File: src/rtl/int_ctrl_pkg.sv
// Shared constants for the memory-mapped peripherals around the CPU: timer and
// bridge address map, interrupt controller register offsets, FSM encoding and
// the priority-encoder result type.
package int_ctrl_pkg;

  localparam int unsigned DATA_W = 32;
  localparam int unsigned ADDR_W = 32;
  localparam int unsigned ID_W   = 3;

  // Bridge address map (16-byte windows).
  localparam logic [ADDR_W-1:0] TC1_BASE       = 32'h0000_7F00;
  localparam logic [ADDR_W-1:0] TC2_BASE       = 32'h0000_7F10;
  localparam logic [ADDR_W-1:0] INT_CTRL_BASE  = 32'h0000_7F30;
  localparam int unsigned       BRIDGE_WIN_B   = 16;

  // Interrupt controller register offsets inside its window.
  localparam logic [3:0] OFS_MASK = 4'h0;
  localparam logic [3:0] OFS_PEND = 4'h4;
  localparam logic [3:0] OFS_MODE = 4'h8;
  localparam logic [3:0] OFS_CUR  = 4'hC;

  typedef enum logic [1:0] {
    ST_IDLE = 2'd0,
    ST_REQ  = 2'd1,
    ST_SERV = 2'd2
  } state_e;

  // Fixed-priority encoder result.
  typedef struct packed {
    logic            valid;
    logic [ID_W-1:0] id;
  } prio_t;

endpackage

File: src/rtl/int_ctrl_prio_enc.sv
// Fixed-priority encoder: lowest-index set request wins.
// Ports:
//   req_i    - request vector
//   res_c_o  - combinational {valid, id} of the winning request
module prio_enc
  import int_ctrl_pkg::*;
#(
  parameter int unsigned N_SRC = 6
) (
  input  logic [N_SRC-1:0] req_i,
  output prio_t            res_c_o
);

  // Scan from the top so the lowest set index is the last one written.
  always_comb begin
    res_c_o = '0;
    for (int i = int'(N_SRC) - 1; i >= 0; i--) begin
      if (req_i[i]) begin
        res_c_o.valid = 1'b1;
        res_c_o.id    = ID_W'(i);
      end
    end
  end

endmodule

File: src/rtl/int_ctrl.sv
// Interrupt controller: latches edge/level sources into PEND, masks them,
// picks the lowest-index eligible source and runs an IDLE/REQ/SERV handshake
// with the CPU (ack on exception entry, EOI via a write to CUR).
// Ports:
//   clk, reset - clock, asynchronous active-low reset
//   src        - raw interrupt sources (bit 0 = TC1, 1 = TC2, 2 = external)
//   addr, we, wdata, rdata - bus register window (rdata combinational)
//   ack        - CPU exception-taken pulse
//   irq, vec   - registered request and source ID to the CPU
module int_ctrl
  import int_ctrl_pkg::*;
#(
  parameter int unsigned       N_SRC = 6,
  parameter logic [ADDR_W-1:0] BASE  = INT_CTRL_BASE
) (
  input  logic              clk,
  input  logic              reset,
  input  logic [N_SRC-1:0]  src,
  input  logic [ADDR_W-1:0] addr,
  input  logic              we,
  input  logic [DATA_W-1:0] wdata,
  output logic [DATA_W-1:0] rdata,
  input  logic              ack,
  output logic              irq,
  output logic [ID_W-1:0]   vec
);

  logic [N_SRC-1:0] mask_q, mask_d;
  logic [N_SRC-1:0] pend_q, pend_d;
  logic [N_SRC-1:0] mode_q, mode_d;
  logic [N_SRC-1:0] src_q;
  state_e           state_q, state_d;
  logic             irq_q, irq_d;
  logic [ID_W-1:0]  vec_q, vec_d;

  logic             hit;
  logic [3:0]       ofs;
  logic             wr_mask, wr_pend, wr_mode, wr_cur;
  logic             eoi;
  logic             take;
  logic [N_SRC-1:0] rise;
  logic [N_SRC-1:0] w1c;
  logic [N_SRC-1:0] ack_clr;
  logic [N_SRC-1:0] eligible;
  prio_t            win;

  logic unused_bits;
  assign unused_bits = ^{wdata[DATA_W-1:N_SRC], addr[1:0]};

  // Register window decode (word granularity).
  assign hit     = (addr[ADDR_W-1:4] == BASE[ADDR_W-1:4]);
  assign ofs     = {addr[3:2], 2'b00};
  assign wr_mask = we && hit && (ofs == OFS_MASK);
  assign wr_pend = we && hit && (ofs == OFS_PEND);
  assign wr_mode = we && hit && (ofs == OFS_MODE);
  assign wr_cur  = we && hit && (ofs == OFS_CUR);
  assign eoi     = wr_cur && (state_q == ST_SERV);

  assign eligible = pend_q & mask_q;

  prio_enc #(.N_SRC(N_SRC)) u_prio_enc (
    .req_i   (eligible),
    .res_c_o (win)
  );

  // Ack in REQ hands the current winner to the CPU.
  assign take = ack && (state_q == ST_REQ) && win.valid;

  // Pending update: edge bits set on rise (set beats W1C/ack clear), level bits follow src.
  always_comb begin
    rise    = src & ~src_q;
    w1c     = wr_pend ? wdata[N_SRC-1:0] : '0;
    ack_clr = '0;
    for (int i = 0; i < int'(N_SRC); i++) begin
      ack_clr[i] = take && (win.id == ID_W'(i));
    end
    mask_d = wr_mask ? wdata[N_SRC-1:0] : mask_q;
    mode_d = wr_mode ? wdata[N_SRC-1:0] : mode_q;
    pend_d = (mode_q & ((pend_q & ~w1c & ~ack_clr) | rise)) | (~mode_q & src);
  end

  // Request/service FSM next state and registered outputs.
  always_comb begin
    state_d = state_q;
    irq_d   = irq_q;
    vec_d   = vec_q;
    unique case (state_q)
      ST_IDLE: begin
        irq_d = 1'b0;
        if (win.valid) begin
          state_d = ST_REQ;
          irq_d   = 1'b1;
          vec_d   = win.id;
        end
      end
      ST_REQ: begin
        if (!win.valid) begin
          state_d = ST_IDLE;
          irq_d   = 1'b0;
        end else if (ack) begin
          state_d = ST_SERV;
          irq_d   = 1'b0;
          vec_d   = win.id;
        end else begin
          irq_d   = 1'b1;
          vec_d   = win.id;
        end
      end
      ST_SERV: begin
        irq_d = 1'b0;
        if (eoi) begin
          state_d = ST_IDLE;
        end
      end
      default: begin
        state_d = ST_IDLE;
        irq_d   = 1'b0;
      end
    endcase
  end

  always_ff @(posedge clk or negedge reset) begin
    if (!reset) begin
      mask_q  <= '0;
      pend_q  <= '0;
      mode_q  <= '0;
      src_q   <= '0;
      state_q <= ST_IDLE;
      irq_q   <= 1'b0;
      vec_q   <= '0;
    end else begin
      mask_q  <= mask_d;
      pend_q  <= pend_d;
      mode_q  <= mode_d;
      src_q   <= src;
      state_q <= state_d;
      irq_q   <= irq_d;
      vec_q   <= vec_d;
    end
  end

  // Combinational read-back; zero outside the window.
  always_comb begin
    rdata = '0;
    if (hit) begin
      unique case (ofs)
        OFS_MASK: rdata = DATA_W'(mask_q);
        OFS_PEND: rdata = DATA_W'(pend_q);
        OFS_MODE: rdata = DATA_W'(mode_q);
        OFS_CUR:  rdata = {(state_q == ST_SERV), 28'b0, vec_q};
        default:  rdata = '0;
      endcase
    end
  end

  assign irq = irq_q;
  assign vec = vec_q;

endmodule

File: config.mk
export PLATFORM = sky130hd
export DESIGN_NAME = int_ctrl
export DESIGN_NICKNAME = d
export VERILOG_FILES = /design/src/rtl/int_ctrl_pkg.sv /design/src/rtl/int_ctrl_prio_enc.sv /design/src/rtl/int_ctrl.sv
export SDC_FILE = /design/constraint.sdc
export NUM_CORES = 1
export LEC_CHECK = 0
export ABC_AREA = 1
export CAP_MARGIN = 20
export CORE_MARGIN = 8
export CORE_UTILIZATION = 38
export CTS_CLUSTER_DIAMETER = 60
export CTS_CLUSTER_SIZE = 8
export DETAILED_ROUTE_END_ITERATION = 12
export HOLD_SLACK_MARGIN = 0.06
export PLACE_DENSITY = 0.83
export SYNTH_ARGS = -nofsm -noshare
export SYNTH_HDL_FRONTEND = slang
export SYNTH_HIERARCHICAL = 1
export SYNTH_SLANG_ARGS = --single-unit
export TNS_END_PERCENT = 100
File: constraint.sdc
create_clock -name clk -period 1.9 [get_ports clk]
set_clock_uncertainty 0.1 [all_clocks]
set_input_delay 0.38 -clock clk [delete_from_list [all_inputs] [get_ports clk]]
set_output_delay 0.38 -clock clk [all_outputs]
set_load 0.1 [all_outputs]
# ---- After elaboration in Yosys (flattened, before gate mapping)
# Index checks and enable logic that the tools add are counted.
dict set report classes {
  n_reduce_logical 20
  n_mux 18
  n_eq_ne 14
  n_bitwise 12
}
# cell count
set op_table {}
lappend op_table {{$pmux 32 s4} 1}
lappend op_table {{$and 6x6->6} 6}
lappend op_table {{$mux 32} 1}
lappend op_table {{$eq 28x11->1 const B} 1}
lappend op_table {{$mux 4} 6}
lappend op_table {{$not 6->6} 4}
lappend op_table {{$logic_and 1x1->1} 14}
lappend op_table {{$or 6x6->6} 2}
lappend op_table {{$mux 2} 4}
lappend op_table {{$eq 2x2->1 const B} 3}
lappend op_table {{$eq 3x2->1 const B} 2}
lappend op_table {{$eq 3x3->1 const B} 2}
lappend op_table {{$mux 6} 1}
lappend op_table {{$pmux 2 s3} 1}
lappend op_table {{$eq 2x1->1 const B} 2}
lappend op_table {{$logic_not 4->1} 1}
lappend op_table {{$ne 2x2->1 const B} 2}
lappend op_table {{$eq 3x1->1 const B} 1}
lappend op_table {{$logic_not 3->1} 1}
lappend op_table {{$mux 1} 3}
lappend op_table {{$ne 3x3->1 const B} 1}
lappend op_table {{$reduce_and 3->1} 1}
lappend op_table {{$logic_not 2->1} 1}
lappend op_table {{$pmux 1 s2} 1}
lappend op_table {{2 further kinds} 2}
dict set report word_totals {
  wordCells 71
  register_bits 30
  out_inout_bits 36
}

# ---- Longest topological paths before layout
dict set report depth {
  word_depth 14
  mapped_depth 13
  mapped_depth_nobuf 13
}

# ---- Hierarchy
# The synthesis kept the hierarchy.
# mod area_per_inst_um2 n_inst cells_each
set by_module_without_submodules {}
lappend by_module_without_submodules {int_ctrl 1853.0 1 244}
lappend by_module_without_submodules {prio_enc 71.3 1 15}

# ---- Least setup slack after synthesis
# Ideal clock, no wire load.
dict set report synth_timing {
  kind {input port to output port}
  startpoint {input addr[2]}
  endpoint {output rdata[3]}
  cell_stages 5
  required_ns 1.420
  slack_ns -1.120
  arrival_time_ns 2.540
  path_buffers 1
  path_cell_list {inv_1 > nor2_1 > clkbuf_1 > nand2_1 > a31oi_1}
}
dict set report synth_between {
  elab_chain_len 3
  word_cells_on_any_way 6
}
# element line
set synth_lines {}
lappend synth_lines {{start: declaration} int_ctrl.sv:19} ;# input logic [ADDR_W-1:0] addr,
lappend synth_lines {{$eq 2x2->1 (tied with other cells)} int_ctrl.sv:146} ;# unique case (ofs)
lappend synth_lines {{$pmux 32 s4 *} int_ctrl.sv:146}
lappend synth_lines {{$mux 32 *} int_ctrl.sv:145} ;# if (hit) begin
lappend synth_lines {{end: declaration} int_ctrl.sv:22} ;# output logic [DATA_W-1:0] rdata,
# Every way passes the cells marked *; elsewhere a longest branch is shown, timed or not.

# ---- Worst setup path after layout
dict set report layout_timing {
  startpoint {input addr[18]}
  endpoint {output rdata[3]}
}
dict set report layout_between {
  elab_chain_len 2
}
# element line
set layout_lines {}
lappend layout_lines {{$eq 28x11->1} int_ctrl.sv:51} ;# assign hit = (addr[ADDR_W-1:4] == BASE[ADDR_W-1:4]);
lappend layout_lines {{$mux 32} int_ctrl.sv:145}
# Every way passes these cells.

==> metrics <==
status=finished, violations left; failing checks=negative setup slack; die area=7600 sq um; first-pass GRT wire length=8730 microns; VDD IR max=0.000272 V; die height=about 87 microns; Tot GR Track Use=14.8%; Synth top area share=39.0%; Worst Path Buf+Inv=3; CP Launch Type=input pin; setup slack after layout=-22.5 ps; share of post-route cells with drive strength above 1=37.8%; TritonCTS clock tree=done; Power Density=549 nW/um^2; Worst R2R End=pend_q[0]$_DFF_PN0_; Crit Path Class=in2out; HP Class=in2async; Seq pwr share=41.7%; clk sinks=30; switching power=~0.55 mW; fillcell total=467; Setup TNS Final=-22.5 ps; DRC viols=0; placed wire-length estimate=between 4000 and 5000 microns; Setup violations, final=1; Hold Vio Cnt, Final=0; DP Worst Slack=-471 ps; synth warn=6; crit path cell chain=buf_2, nor2_1, nand2_1, nor2_1, nand2_2, nor2_8, inv_8, a31oi_4, buf_12; dominant cell type by area after synthesis=dfrtp_1; Vias/cell=around 4.5; Reg-to-Reg Start=mask_q[4]$_DFFE_PN0P_; Inserted Clock Buffers=5; Top-Level Pins=110; crit path time final=around 1900 ps; slowest stage delay, CP=190 ps; DR iter-0 viols=101; cell mode on critical path=nor2_1; PortBufs=56; drt pass-1 iters=4; Worst Path Max Fanout=7; Cell Area, Synth=1920 sq um; critical path arrival=1440 ps; RSZ-0062 raised after global routing=true; Crit. End Element=output port; gr ovfl total=0; Clk pwr share=33.5%; # rows=26; Comb pwr share=24.7%; FF-to-FF path depth=13; register area share after synthesis=39.0%; max-slew violations=0; FF-to-FF setup slack=160 ps; Synth area leaders=dfrtp_1 39%, nand2_1 14%, buf_4 9.8%; period utilisation layout=101%; CP max stage cell=buf_12; post-DR wirelength/cell=13.0 microns; sw frac=34.5%; Antenna Cells=0; largest net degree at the start of global routing=31; register bit total from synthesis=30; leakage=1.41 nW; Final Wtd Congestion=0.843; Reg clk slew, reported paths=70 ps; nets=414; Mapped Cells=259; H-tree Lvls=2; clock root buffer=clkbuf_8; Worst-Skew Late Latency=around 280 ps; Critical Path RT=1420 ps; number of distinct library cells after synthesis=27; Internal=1.04 mW; Clock Path Buffers=2; Post-Route WL=5360 microns; fmax=0.520 GHz; total vias in the final route=1853; Hold WS=379 ps; initial antenna violation count=0; antenna-violating nets left=0; syn avg cell area=around 7.4 sq um; critical path's top delay family=simple AND/OR/NAND/NOR gates; Initial Utilization=38.4%; P&R area growth vs syn=49.7%; vias in the first global route=slightly below 2k; Core Region=around 5000 sq um; max-cap viol count=0; DIE WIDTH=87.2 microns
-- worst reg2reg max path: stages (launching register included) --
cell and delay, ps:
dfrtp_1 400, nand2_1 80, inv_1 80, inv_1 40, nand2_1 60, nand2_1 50
nand2_1 70, a21oi_2 70, inv_1 100, nand2_1 80, nor3_1 300, nor2_1 80
nand2_1 70, nand2_1 40
-- placed cells by master, fill, tap and decap left out, types with 4 or more instances in the layout --
master           synthesis  layout
nand2_1                 71      69
inv_1                   37      34
dfrtp_1                 30      27
buf_2                    1      26
conb_1                   1      25
buf_4                   25      20
nor2_1                  26      16
clkdlybuf4s50_1          0      15
o21ai_2                 12      13
buf_12                   0      12
nand2_2                 10      11
nor2_2                   5       8
nor2_4                   0       7
nor3_1                   8       7
nand4_1                  6       6
clkbuf_8                 0       6
nand3_1                  4       4
buf_6                    2       4
-- sequential cells by signal, indices dropped and copies added, names as in the netlist --
| register | count |
|---|---|
| irq | 1 |
| src_q | 6 |
| pend_q | 6 |
| mode_q | 6 |
| mask_q | 6 |
| state_q | 2 |
| vec | 3 |
-- stage by stage --
stage                     utilization [%]  instances  total power [mW]  area (sq um)
after floorplan                         -        283             0.968          2100
after global placement               55.7        398              1.07          2790
after detailed placement             55.7        398              1.07          2790
after CTS                            57.0        409              1.59          2850
after global routing                 57.5        411              1.64          2880
final                                57.5        411              1.58          2880
-- synthesized netlist by cell type --
master    number
nor2_2         5
inv_1         37
o211a_1        1
nand3_2        2
a221oi_1       3
a31oi_1        1
conb_1         1
buf_4         25
nor3_1         8
o21a_1         1
nand2_1       71
nor2_8         1
buf_2          1
clkbuf_1       1
inv_2          1
nand3_1        4
buf_6          2
and2_1         1
o21ai_0        4
nand4_1        6
nor2_1        26
dfrtp_1       30
o22ai_1        2
nand2_2       10
a21oi_2        1
o21ai_2       12
a21oi_1        2
-- how the worst max path moves through the flow --
stage | startpoint | to | cells past startpoint
floorplan | addr[15] | rdata[3] | 7
global placement | addr[14] | rdata[3] | 10
detailed placement | addr[14] | rdata[3] | 10
CTS | addr[20] | rdata[3] | 9
global route | addr[6] | rdata[3] | 9
finish | addr[18] | rdata[3] | 9
-- power groups by stage --
stage               Combinational [mW]  Sequential [mW]  Clock, mW
floorplan                        0.300            0.668          0
global placement                 0.396            0.670          0
detailed placement               0.400            0.671          0
CTS                              0.390            0.660      0.545
global route                     0.411            0.661      0.572
finish                           0.391            0.660      0.530
-- area by class of cell --
type / instances / area, sq um / area share, %
sequential: 30 / 754 / 26.2
multi-input combinational: 186 / 1050 / 36.6
inverter: 38 / 158 / 5.47
clock buffer: 7 / 86.3 / 3.00
timing repair buffer: 79 / 736 / 25.5
tap: 70 / 87.6 / 3.04
clock inverter: 1 / 5.00 / 0.174
-- timing repair --
action / 4_1_cts / 5_1_grt
setup endpoints to repair: 19 / 8
hold buffers: 0 / 0
pin swaps: 29 / 7
setup buffers: 3 / 2
resized for setup: 113 / 4
-- routing by layer --
| metal | part of all wire (%) | global-route usage, % | wire length [microns] | vias up |
|---|---|---|---|---|
| met2 | 52 | 26.6 | 2800 | 70 |
| met3 | 7.7 | 3.68 | 410 | 10 |
| met1 | 39 | 16.0 | 2100 | 856 |
| met5 | 0 | 0 | 0 | - |
| met4 | 0.99 | 6.25 | 53 | 0 |
| li1 | - | - | - | 917 |
-- cell families after synthesis --
family	share of synthesized area, %
other	0.195
DFF	39.0
and+or+nand+nor	31.3
buffers and inverters	18.8
AOI/OAI and AO/OA	10.7
Power figures use the tool's default switching activity.
